==> src/rtl/vga_plot_pkg.sv <==
// Shared constants, FSM state type and clipping helper for the VGA plot arbiter.
package vga_plot_pkg;

  localparam int SCREEN_W_DEF = 160;
  localparam int SCREEN_H_DEF = 120;
  localparam int X_W          = 8;
  localparam int Y_W          = 7;

  typedef enum logic [1:0] {
    IDLE = 2'd0,
    DRAW = 2'd1,
    DONE = 2'd2
  } state_e;

  // Counters are one bit wider than the port so x0+w / y0+h never wrap.
  function automatic logic on_screen(input logic [X_W:0] px, input logic [Y_W:0] py,
                                     input int unsigned scr_w, input int unsigned scr_h);
    return (32'(px) < scr_w) && (32'(py) < scr_h);
  endfunction

endpackage

==> src/rtl/rr_arbiter.sv <==
// Combinational one-hot arbiter: round-robin from ptr_i, or lowest-index-wins
// when VGA_PLOT_ARB_FIXED_PRIO_EN is defined.
module rr_arbiter #(
  parameter int NUM_REQ = 3,
  parameter int PTR_W   = (NUM_REQ > 1) ? $clog2(NUM_REQ) : 1
) (
  input  logic [NUM_REQ-1:0] req_i,
  input  logic [PTR_W-1:0]   ptr_i,
  output logic [NUM_REQ-1:0] gnt_o
);

`ifdef VGA_PLOT_ARB_FIXED_PRIO_EN
  always_comb begin
    gnt_o = '0;
    for (int unsigned i = 0; i < NUM_REQ; i++) begin
      if (req_i[i] && (gnt_o == '0)) gnt_o[i] = 1'b1;
    end
  end
`else
  int unsigned idx;

  always_comb begin
    gnt_o = '0;
    idx   = 0;
    for (int unsigned k = 0; k < NUM_REQ; k++) begin
      idx = (32'(ptr_i) + k) % NUM_REQ;
      if (req_i[idx] && (gnt_o == '0)) gnt_o[idx] = 1'b1;
    end
  end
`endif

endmodule

==> src/rtl/vga_plot_arbiter.sv <==
// Shares the VGA adapter pixel port among NUM_REQ rectangle-fill clients.
// Define VGA_PLOT_ARB_FIXED_PRIO_EN for fixed (lowest index) priority.
module vga_plot_arbiter
  import vga_plot_pkg::*;
#(
  parameter int NUM_REQ  = 3,
  parameter int SCREEN_W = SCREEN_W_DEF,
  parameter int SCREEN_H = SCREEN_H_DEF,
  parameter int COLOR_W  = 3
) (
  input  logic                       clk,
  input  logic                       resetn,
  input  logic [NUM_REQ-1:0]         req,
  input  logic [8*NUM_REQ-1:0]       rect_x0,
  input  logic [7*NUM_REQ-1:0]       rect_y0,
  input  logic [8*NUM_REQ-1:0]       rect_w,
  input  logic [7*NUM_REQ-1:0]       rect_h,
  input  logic [COLOR_W*NUM_REQ-1:0] rect_color,
  output logic [NUM_REQ-1:0]         gnt,
  output logic [NUM_REQ-1:0]         done,
  output logic                       busy,
  output logic [X_W-1:0]             x,
  output logic [Y_W-1:0]             y,
  output logic [COLOR_W-1:0]         colour,
  output logic                       plot
);

  localparam int PTR_W = (NUM_REQ > 1) ? $clog2(NUM_REQ) : 1;

  state_e               state_q, state_d;
  logic [NUM_REQ-1:0]   gnt_q, gnt_d;
  logic [NUM_REQ-1:0]   done_q, done_d;
  logic [X_W:0]         x_q, x_d, x0_q, x0_d, xe_q, xe_d;
  logic [Y_W:0]         y_q, y_d, ye_q, ye_d;
  logic [COLOR_W-1:0]   col_q, col_d;
  logic                 plot_q, plot_d;

  logic [NUM_REQ-1:0]   arb_gnt;
  logic [PTR_W-1:0]     arb_ptr;
  logic [X_W-1:0]       sel_x0;
  logic [Y_W-1:0]       sel_y0;
  logic [7:0]           sel_w;
  logic [6:0]           sel_h;
  logic [COLOR_W-1:0]   sel_col;
  logic [X_W:0]         sel_x0_ext, x_inc;
  logic [Y_W:0]         sel_y0_ext, y_inc;

`ifdef VGA_PLOT_ARB_FIXED_PRIO_EN
  assign arb_ptr = '0;
`else
  logic [PTR_W-1:0] ptr_q, ptr_d, win_idx;

  always_comb begin
    win_idx = '0;
    for (int unsigned i = 0; i < NUM_REQ; i++) begin
      if (arb_gnt[i]) win_idx = PTR_W'(i);
    end
  end

  assign arb_ptr = ptr_q;
`endif

  rr_arbiter #(
    .NUM_REQ (NUM_REQ),
    .PTR_W   (PTR_W)
  ) u_arb (
    .req_i (req),
    .ptr_i (arb_ptr),
    .gnt_o (arb_gnt)
  );

  always_comb begin
    sel_x0  = '0;
    sel_y0  = '0;
    sel_w   = '0;
    sel_h   = '0;
    sel_col = '0;
    for (int unsigned i = 0; i < NUM_REQ; i++) begin
      if (arb_gnt[i]) begin
        sel_x0  = rect_x0[8*i +: 8];
        sel_y0  = rect_y0[7*i +: 7];
        sel_w   = rect_w[8*i +: 8];
        sel_h   = rect_h[7*i +: 7];
        sel_col = rect_color[COLOR_W*i +: COLOR_W];
      end
    end
  end

  assign sel_x0_ext = {1'b0, sel_x0};
  assign sel_y0_ext = {1'b0, sel_y0};
  assign x_inc      = x_q + 9'd1;
  assign y_inc      = y_q + 8'd1;

  always_comb begin
    state_d = state_q;
    gnt_d   = gnt_q;
    done_d  = '0;
    x_d     = x_q;
    y_d     = y_q;
    x0_d    = x0_q;
    xe_d    = xe_q;
    ye_d    = ye_q;
    col_d   = col_q;
    plot_d  = 1'b0;
`ifndef VGA_PLOT_ARB_FIXED_PRIO_EN
    ptr_d   = ptr_q;
`endif
    unique case (state_q)
      IDLE: begin
        gnt_d = '0;
        if (|req) begin
          gnt_d = arb_gnt;
          x0_d  = sel_x0_ext;
          x_d   = sel_x0_ext;
          y_d   = sel_y0_ext;
          xe_d  = sel_x0_ext + {1'b0, sel_w} - 9'd1;
          ye_d  = sel_y0_ext + {1'b0, sel_h} - 8'd1;
          col_d = sel_col;
`ifndef VGA_PLOT_ARB_FIXED_PRIO_EN
          ptr_d = (32'(win_idx) == NUM_REQ - 1) ? '0 : win_idx + PTR_W'(1);
`endif
          if ((sel_w == '0) || (sel_h == '0)) begin
            state_d = DONE;
            done_d  = arb_gnt;
          end else begin
            state_d = DRAW;
            plot_d  = on_screen(sel_x0_ext, sel_y0_ext, SCREEN_W, SCREEN_H);
          end
        end
      end
      // x_q/y_q hold the pixel being presented; plot_d is for the next one.
      DRAW: begin
        if (x_q == xe_q) begin
          if (y_q == ye_q) begin
            state_d = DONE;
            done_d  = gnt_q;
          end else begin
            x_d    = x0_q;
            y_d    = y_inc;
            plot_d = on_screen(x0_q, y_inc, SCREEN_W, SCREEN_H);
          end
        end else begin
          x_d    = x_inc;
          plot_d = on_screen(x_inc, y_q, SCREEN_W, SCREEN_H);
        end
      end
      DONE: begin
        state_d = IDLE;
        gnt_d   = '0;
      end
      default: begin
        state_d = IDLE;
        gnt_d   = '0;
      end
    endcase
  end

  always_ff @(posedge clk) begin
    if (!resetn) begin
      state_q <= IDLE;
      gnt_q   <= '0;
      done_q  <= '0;
      x_q     <= '0;
      y_q     <= '0;
      x0_q    <= '0;
      xe_q    <= '0;
      ye_q    <= '0;
      col_q   <= '0;
      plot_q  <= 1'b0;
`ifndef VGA_PLOT_ARB_FIXED_PRIO_EN
      ptr_q   <= '0;
`endif
    end else begin
      state_q <= state_d;
      gnt_q   <= gnt_d;
      done_q  <= done_d;
      x_q     <= x_d;
      y_q     <= y_d;
      x0_q    <= x0_d;
      xe_q    <= xe_d;
      ye_q    <= ye_d;
      col_q   <= col_d;
      plot_q  <= plot_d;
`ifndef VGA_PLOT_ARB_FIXED_PRIO_EN
      ptr_q   <= ptr_d;
`endif
    end
  end

  assign gnt    = gnt_q;
  assign done   = done_q;
  assign busy   = (state_q == DRAW) || (state_q == DONE);
  assign x      = x_q[X_W-1:0];
  assign y      = y_q[Y_W-1:0];
  assign colour = col_q;
  assign plot   = plot_q;

endmodule

==> config.mk <==
export PLATFORM = sky130hd
export DESIGN_NAME = vga_plot_arbiter
export DESIGN_NICKNAME = d
export VERILOG_FILES = /design/src/rtl/vga_plot_pkg.sv /design/src/rtl/rr_arbiter.sv /design/src/rtl/vga_plot_arbiter.sv
export SDC_FILE = /design/constraint.sdc
export NUM_CORES = 1
export LEC_CHECK = 0
export ABC_AREA = 1
export CAP_MARGIN = 20
export CORE_ASPECT_RATIO = 0.9
export CORE_UTILIZATION = 46
export CTS_BUF_LIST = sky130_fd_sc_hd__clkbuf_4 sky130_fd_sc_hd__clkbuf_8
export CTS_CLUSTER_DIAMETER = 80
export CTS_CLUSTER_SIZE = 8
export DETAILED_ROUTE_END_ITERATION = 8
export GPL_TIMING_DRIVEN = 0
export PLACE_DENSITY = 0.8
export SLEW_MARGIN = 30
export SYNTH_ARGS = -nofsm -noshare
export SYNTH_HDL_FRONTEND = slang
export SYNTH_SLANG_ARGS = --single-unit
==> constraint.sdc <==
create_clock -name clk -period 4.45 [get_ports clk]
set_input_delay 0.6675 -clock clk [delete_from_list [all_inputs] [get_ports clk]]
set_output_delay 0.6675 -clock clk [all_outputs]
set_load 0.005 [all_outputs]
Word level (Yosys, flattened, before mapping). Cells that the tools add are included.

Logic and storage cells: 126. Input bits: 104. Flip-flop bits (word level): 56. Output and inout bits: 26.

Bitwise operators: 2. Mux-type cells: 58. Reduce and logical (&&, ||, !) cells: 21. Add/sub/neg operators: 9. Divide/modulo/power cells: 3. Magnitude comparators: 12. Equality and inequality tests: 10.

Operators by type and width (count): 32-bit by 1-bit greater-or-equal comparator with 1-bit output, second input constant (3); 32-bit by 3-bit less-than comparator with 1-bit output, second input constant (3); 8-bit two-way mux (9); 32-bit by 2-bit remainder unit with 32-bit output, second input constant (2); 7-bit two-way mux (6); 3-bit two-way mux (11); 2-bit by 2-bit remainder unit with 32-bit output, second input constant (1); 9-bit two-way mux (3); 9-bit case mux with 2 select lines (1); 8-bit by 7-bit less-than comparator with 1-bit output, second input constant (2); 8-bit less-than comparator, second input constant (2); 8-bit case mux with 2 select lines (1); 2-bit two-way mux (6); 3-bit case mux with 2 select lines (2); 1-bit two-way mux (11); 8-bit by 8-bit adder with 9-bit output (1); 9-bit by 1-bit adder with 9-bit output, second input constant (1); 9-bit equality test (1); 9-bit by 8-bit less-than comparator with 1-bit output, second input constant (1); 9-bit by 1-bit subtractor with 9-bit output, second input constant (1); 7-bit by 7-bit adder with 8-bit output (1); 8-bit by 1-bit adder with 8-bit output, second input constant (1); 8-bit equality test (1); 1-bit logical AND (8); 24 further kinds (36).

Depth between registers and ports, before layout.
Depth after elaboration: 20. Gate-level depth with buffers: 36. Gate-level depth less buffers: 34.

Modules after synthesis. Synthesis repeated with hierarchy kept, for this count alone.

Cell total of the unflattened synthesis: 823. Area total of the unflattened synthesis: 5131.2 µm².

By module, submodules not included: vga_plot_arbiter (instances 1, cells each 771, area an instance 4848.4 µm²); rr_arbiter (instances 1, cells each 52, area an instance 282.8 µm²).

Least setup slack after synthesis. Ideal clock, no wire load.

Kind: register to register. From: register ptr_q[0], in the netlist arb_ptr[0]. To: register xe_q[8]. Setup time: 0.117 ns. Arrival time: 4.020 ns. Setup slack: 0.313 ns. Data required time: 4.333 ns. Cell stages (with the launch flop): 35. Buffers on the path: 3. Cell sequence: dfxtp_1 inv_1 ha_1 buf_6 inv_2 nand2_1 nand2_1 nand2_2 nor2_4 nand3_1 nor2_1 nor2_2 nand3_2 nand2_1 buf_6 nor2_8 nand2_4 inv_2 buf_2 nand2_1 nand2_1 inv_1 ha_1 inv_1 ha_1 a21oi_1 nand2_1 a21oi_1 o21ai_0 and2_1 o21a_1 nor2_1 nor2_1 o221ai_1 inv_1.

Cells in the longest elaborated chain, start to end: 17. Elaborated cells between the ends (all ways): 43. Classes of those cells: add/sub (4); div (3); order compare (6); mux (21); bitwise (2); reduce/logical (7).

Ends and longest elaborated chain: start, declared (RTL line vga_plot_arbiter.sv:51) `logic [PTR_W-1:0] ptr_q, ptr_d, win_idx;`; start signal, assigned (RTL line vga_plot_arbiter.sv:185) `ptr_q <= ptr_d;`; branches (longest 11 deep; another with 32-bit by 2-bit remainder unit with 32-bit output); 3-bit two-way mux (*) (RTL line rr_arbiter.sv:27) `if (req_i[idx] && (gnt_o == '0)) gnt_o[idx] = 1'b1;`; 8-bit two-way mux (3 in series) (RTL line vga_plot_arbiter.sv:79) `if (arb_gnt[i]) begin`; 8-bit by 8-bit adder with 9-bit output (*) (RTL line vga_plot_arbiter.sv:116) `xe_d = sel_x0_ext + {1'b0, sel_w} - 9'd1;`; 9-bit by 1-bit subtractor with 9-bit output (*) (RTL line vga_plot_arbiter.sv:116); end signal, assigned (RTL line vga_plot_arbiter.sv:166) `xe_q <= '0;`; end signal, assigned (RTL line vga_plot_arbiter.sv:180) `xe_q <= xe_d;`; end, declared (RTL line vga_plot_arbiter.sv:33) `logic [X_W:0] x_q, x_d, x0_q, x0_d, xe_q, xe_d;`.

Every way passes the cells marked *. The select of a mux whose other input is x is not followed. A chain may end at the register's enable or synchronous reset.

Worst setup path in the final report.
From: register ptr_q[0], in the netlist arb_ptr[0]. To: register xe_q[7].

Same word-level chain as after synthesis.

==> reports/metrics.cfg <==
[run_status]
status = finished clean

[timing]
worst_pin_slew_ns = 0.637
timing.fmax_mhz = 238
clock_skew_ns = 0.00628
setup_viol = 0
fin_crit_ns = 4.19
drv_slew = 0
setup_tns_ns = 0
fin_crit_sh = 0.943
rsz0062_at_grt = yes
hold_viol = 0
worst_slack_ns = 0.255
relSlewSlack = 0.574

[clock_network]
clkLatencyLatePin_ns = 0.31
cts_hold_buf = 0
cts_tree = yes
h-tree-depth = 2
cts.clk_slew.worst_paths_ns = 0.10
clock_sinks = 56
numCtsBuffers = 5
clockRootBuffer = clkbuf_8
ctsLongestPathBuffers = 2

[detailed_routing]
top_layer_used = met4
firstDrtPassIters = 5
routed_wl_um = 14800
wl_per_cell_um = 14.6
vias = 5213
met2_wirelength_um = 6670
drc = 0
wl_met1_um = 6520
final_antenna_net_count = 0
drt_iter0_drc = 406
wl_met3_um = 1210
via_per_inst = 5.14

[critical_path]
crit_path_frequent_cell = inv_1
cp_slowest_stage_delay_ns = 0.36
arrival_ns = 4.41
endpoint_kind = flip-flop
cp.required_ns = 4.66
critPathKind = reg -> reg
crit_fanout = 8
slowest_stage = dfxtp_2
cp-start-kind = flip-flop

[grt]
grt_max_degree = 16
groute.usage.overall = 0.275
grt.overflow.total = 0
grt_pass1_vias = 4761
grt_pass1_wl_um = 23100
antenna_found_initial = 0

[logic_synthesis]
netlist.top_cell.by_area = dfxtp_1
ys_ff_latch = 56
syn_nets = 884
ys_async_sr_fraction = 0
synth-edff-count = 0
synth.distinct_cells = 44
syn_area_sq_mm = 0.00480
synth_most_common_cell = nand2_1
synth_seq_area_share = 0.234
ys_warn_count = 0
synth_area_leaders = dfxtp_1 (23%), nand2_1 (13%), ha_1 (9.4%), inv_1 (9.0%), o21ai_0 (6.2%)
netlist_instances = 742
synth_common_cells = nand2_1 (165), inv_1 (115), o21ai_0 (59), dfxtp_1 (56), nor2_1 (52)
dominantRegCellSynth = dfxtp_1
syn_area_per_cell_sq_um = 6.47
synth_top_area_frac = 0.234

[final_layout]
antenna_cells = 0
final_util = 0.663
drive_gt1_frac = 0.124
syn2layout_area_growth_pct = 37.0
nNetsFinal = 1030
final_cells = 1015

[placement]
dp_slack_ns = -0.725
portBuffers = 129
place_hpwl_um = 11900
dp.cells = 997
globalplace.congestion = 0.892

[die]
die_w_um = 110
die_height_um = 98.9
dieArea_sq_mm = 0.0108
ioPinCount = 130
initial_core_util = 0.484
core_area_sq_mm = 0.00991
row_count = 34

[job]
maxCapViolations = 0

[worst_hold_path]
hold_path.class = reg -> reg

-- final timing paths --
| path | start | end | slack, ns | cells past startpoint |
|---|---|---|---|---|
| max | arb_ptr[0] | xe_q[7] | 0.26 | 32 |
| min | gnt[0] | gnt[0] | 0.49 | 2 |
| max reg2reg | arb_ptr[0] | xe_q[7] | 0.26 | 32 |
| min reg2reg | gnt[0] | gnt[0] | 0.49 | 2 |
-- what timing repair did --
item,4_1_cts,5_1_grt
setup buffers,1,8
gates cloned,0,1
pin swaps,1,9
endpoints found under the setup margin,7,7
gates resized for setup,17,28
-- cells by family (layout without fill, tap and decap cells) --
family                   Yosys count  after routing  share of synthesized area
AND/OR/NAND/NOR                  312            312                      0.294
buffers and inverters            162            309                      0.146
AO/OA/AOI/OAI                    142            142                      0.166
flip-flops                        56             56                      0.234
adder cells (fa/ha/maj)           38             38                      0.102
XOR/XNOR                          32             32                     0.0584
-- layout by cell type, fill, tap and decap left out, types with 3 or more instances in the layout --
| cell | instances |
|---|---|
| a21oi_1 | 46 |
| a21oi_2 | 3 |
| a22oi_1 | 5 |
| a31oi_1 | 9 |
| buf_4 | 24 |
| buf_6 | 5 |
| buf_8 | 3 |
| clkbuf_1 | 13 |
| clkbuf_8 | 6 |
| clkdlybuf4s50_1 | 126 |
| clkinv_1 | 4 |
| dfxtp_1 | 54 |
| ha_1 | 33 |
| ha_4 | 3 |
| inv_1 | 109 |
| inv_2 | 9 |
| nand2_1 | 161 |
| nand2_2 | 6 |
| nand3_1 | 38 |
| nand3_2 | 6 |
| nand3b_1 | 3 |
| nand4_1 | 4 |
| nor2_1 | 51 |
| nor2_2 | 20 |
| nor3_1 | 3 |
| nor4_1 | 3 |
| o211ai_1 | 10 |
| o21ai_0 | 56 |
| o21ai_1 | 3 |
| or2_2 | 8 |
| xnor2_1 | 10 |
| xor2_1 | 22 |
-- per-layer routing --
metal | track usage | vias to the layer above
met2 | 0.441 | 255
met5 | 0 | -
li1 | - | 2649
met3 | 0.0417 | 27
met4 | 0.0892 | 0
met1 | 0.374 | 2282
-- area by class of cell --
type	count	area, sq um
Inverter	123	469
Fill cell	926	3340
Tap cell	126	158
Timing Repair Buffer	139	1390
Buffer	39	277
Multi-Input combinational cell	524	3060
Clock buffer	8	97.6
Sequential cell	56	1130
-- worst max-delay path: cells and delay by family, from the launching register on --
family,cells,cell delay [ns]
AO/OA/AOI/OAI,5,0.82
adder cells (fa/ha/maj),3,0.87
buffers and inverters,10,0.83
flip-flops,1,0.36
AND/OR/NAND/NOR,14,1.21
-- registers in the layout (all words and copies together) (netlist names) --
name,count
y_q,8
x0_q,8
x_q,9
gnt,3
done,3
xe_q,9
arb_ptr,2
ye_q,8
colour,3
plot,1
state_q,2
-- per-stage QoR --
stage / hold WS (ns) / area, sq um
5_1_grt: 0.511 / 6580
3_3_place_gp: 0.473 / 6250
2_1_floorplan: 0.463 / 4800
4_1_cts: 0.489 / 6410
6_report: 0.487 / 6580
3_5_place_dp: 0.475 / 6250
Power is not shown: default switching activity piles up to over one toggle a cycle in this logic, so the estimate is an artifact.
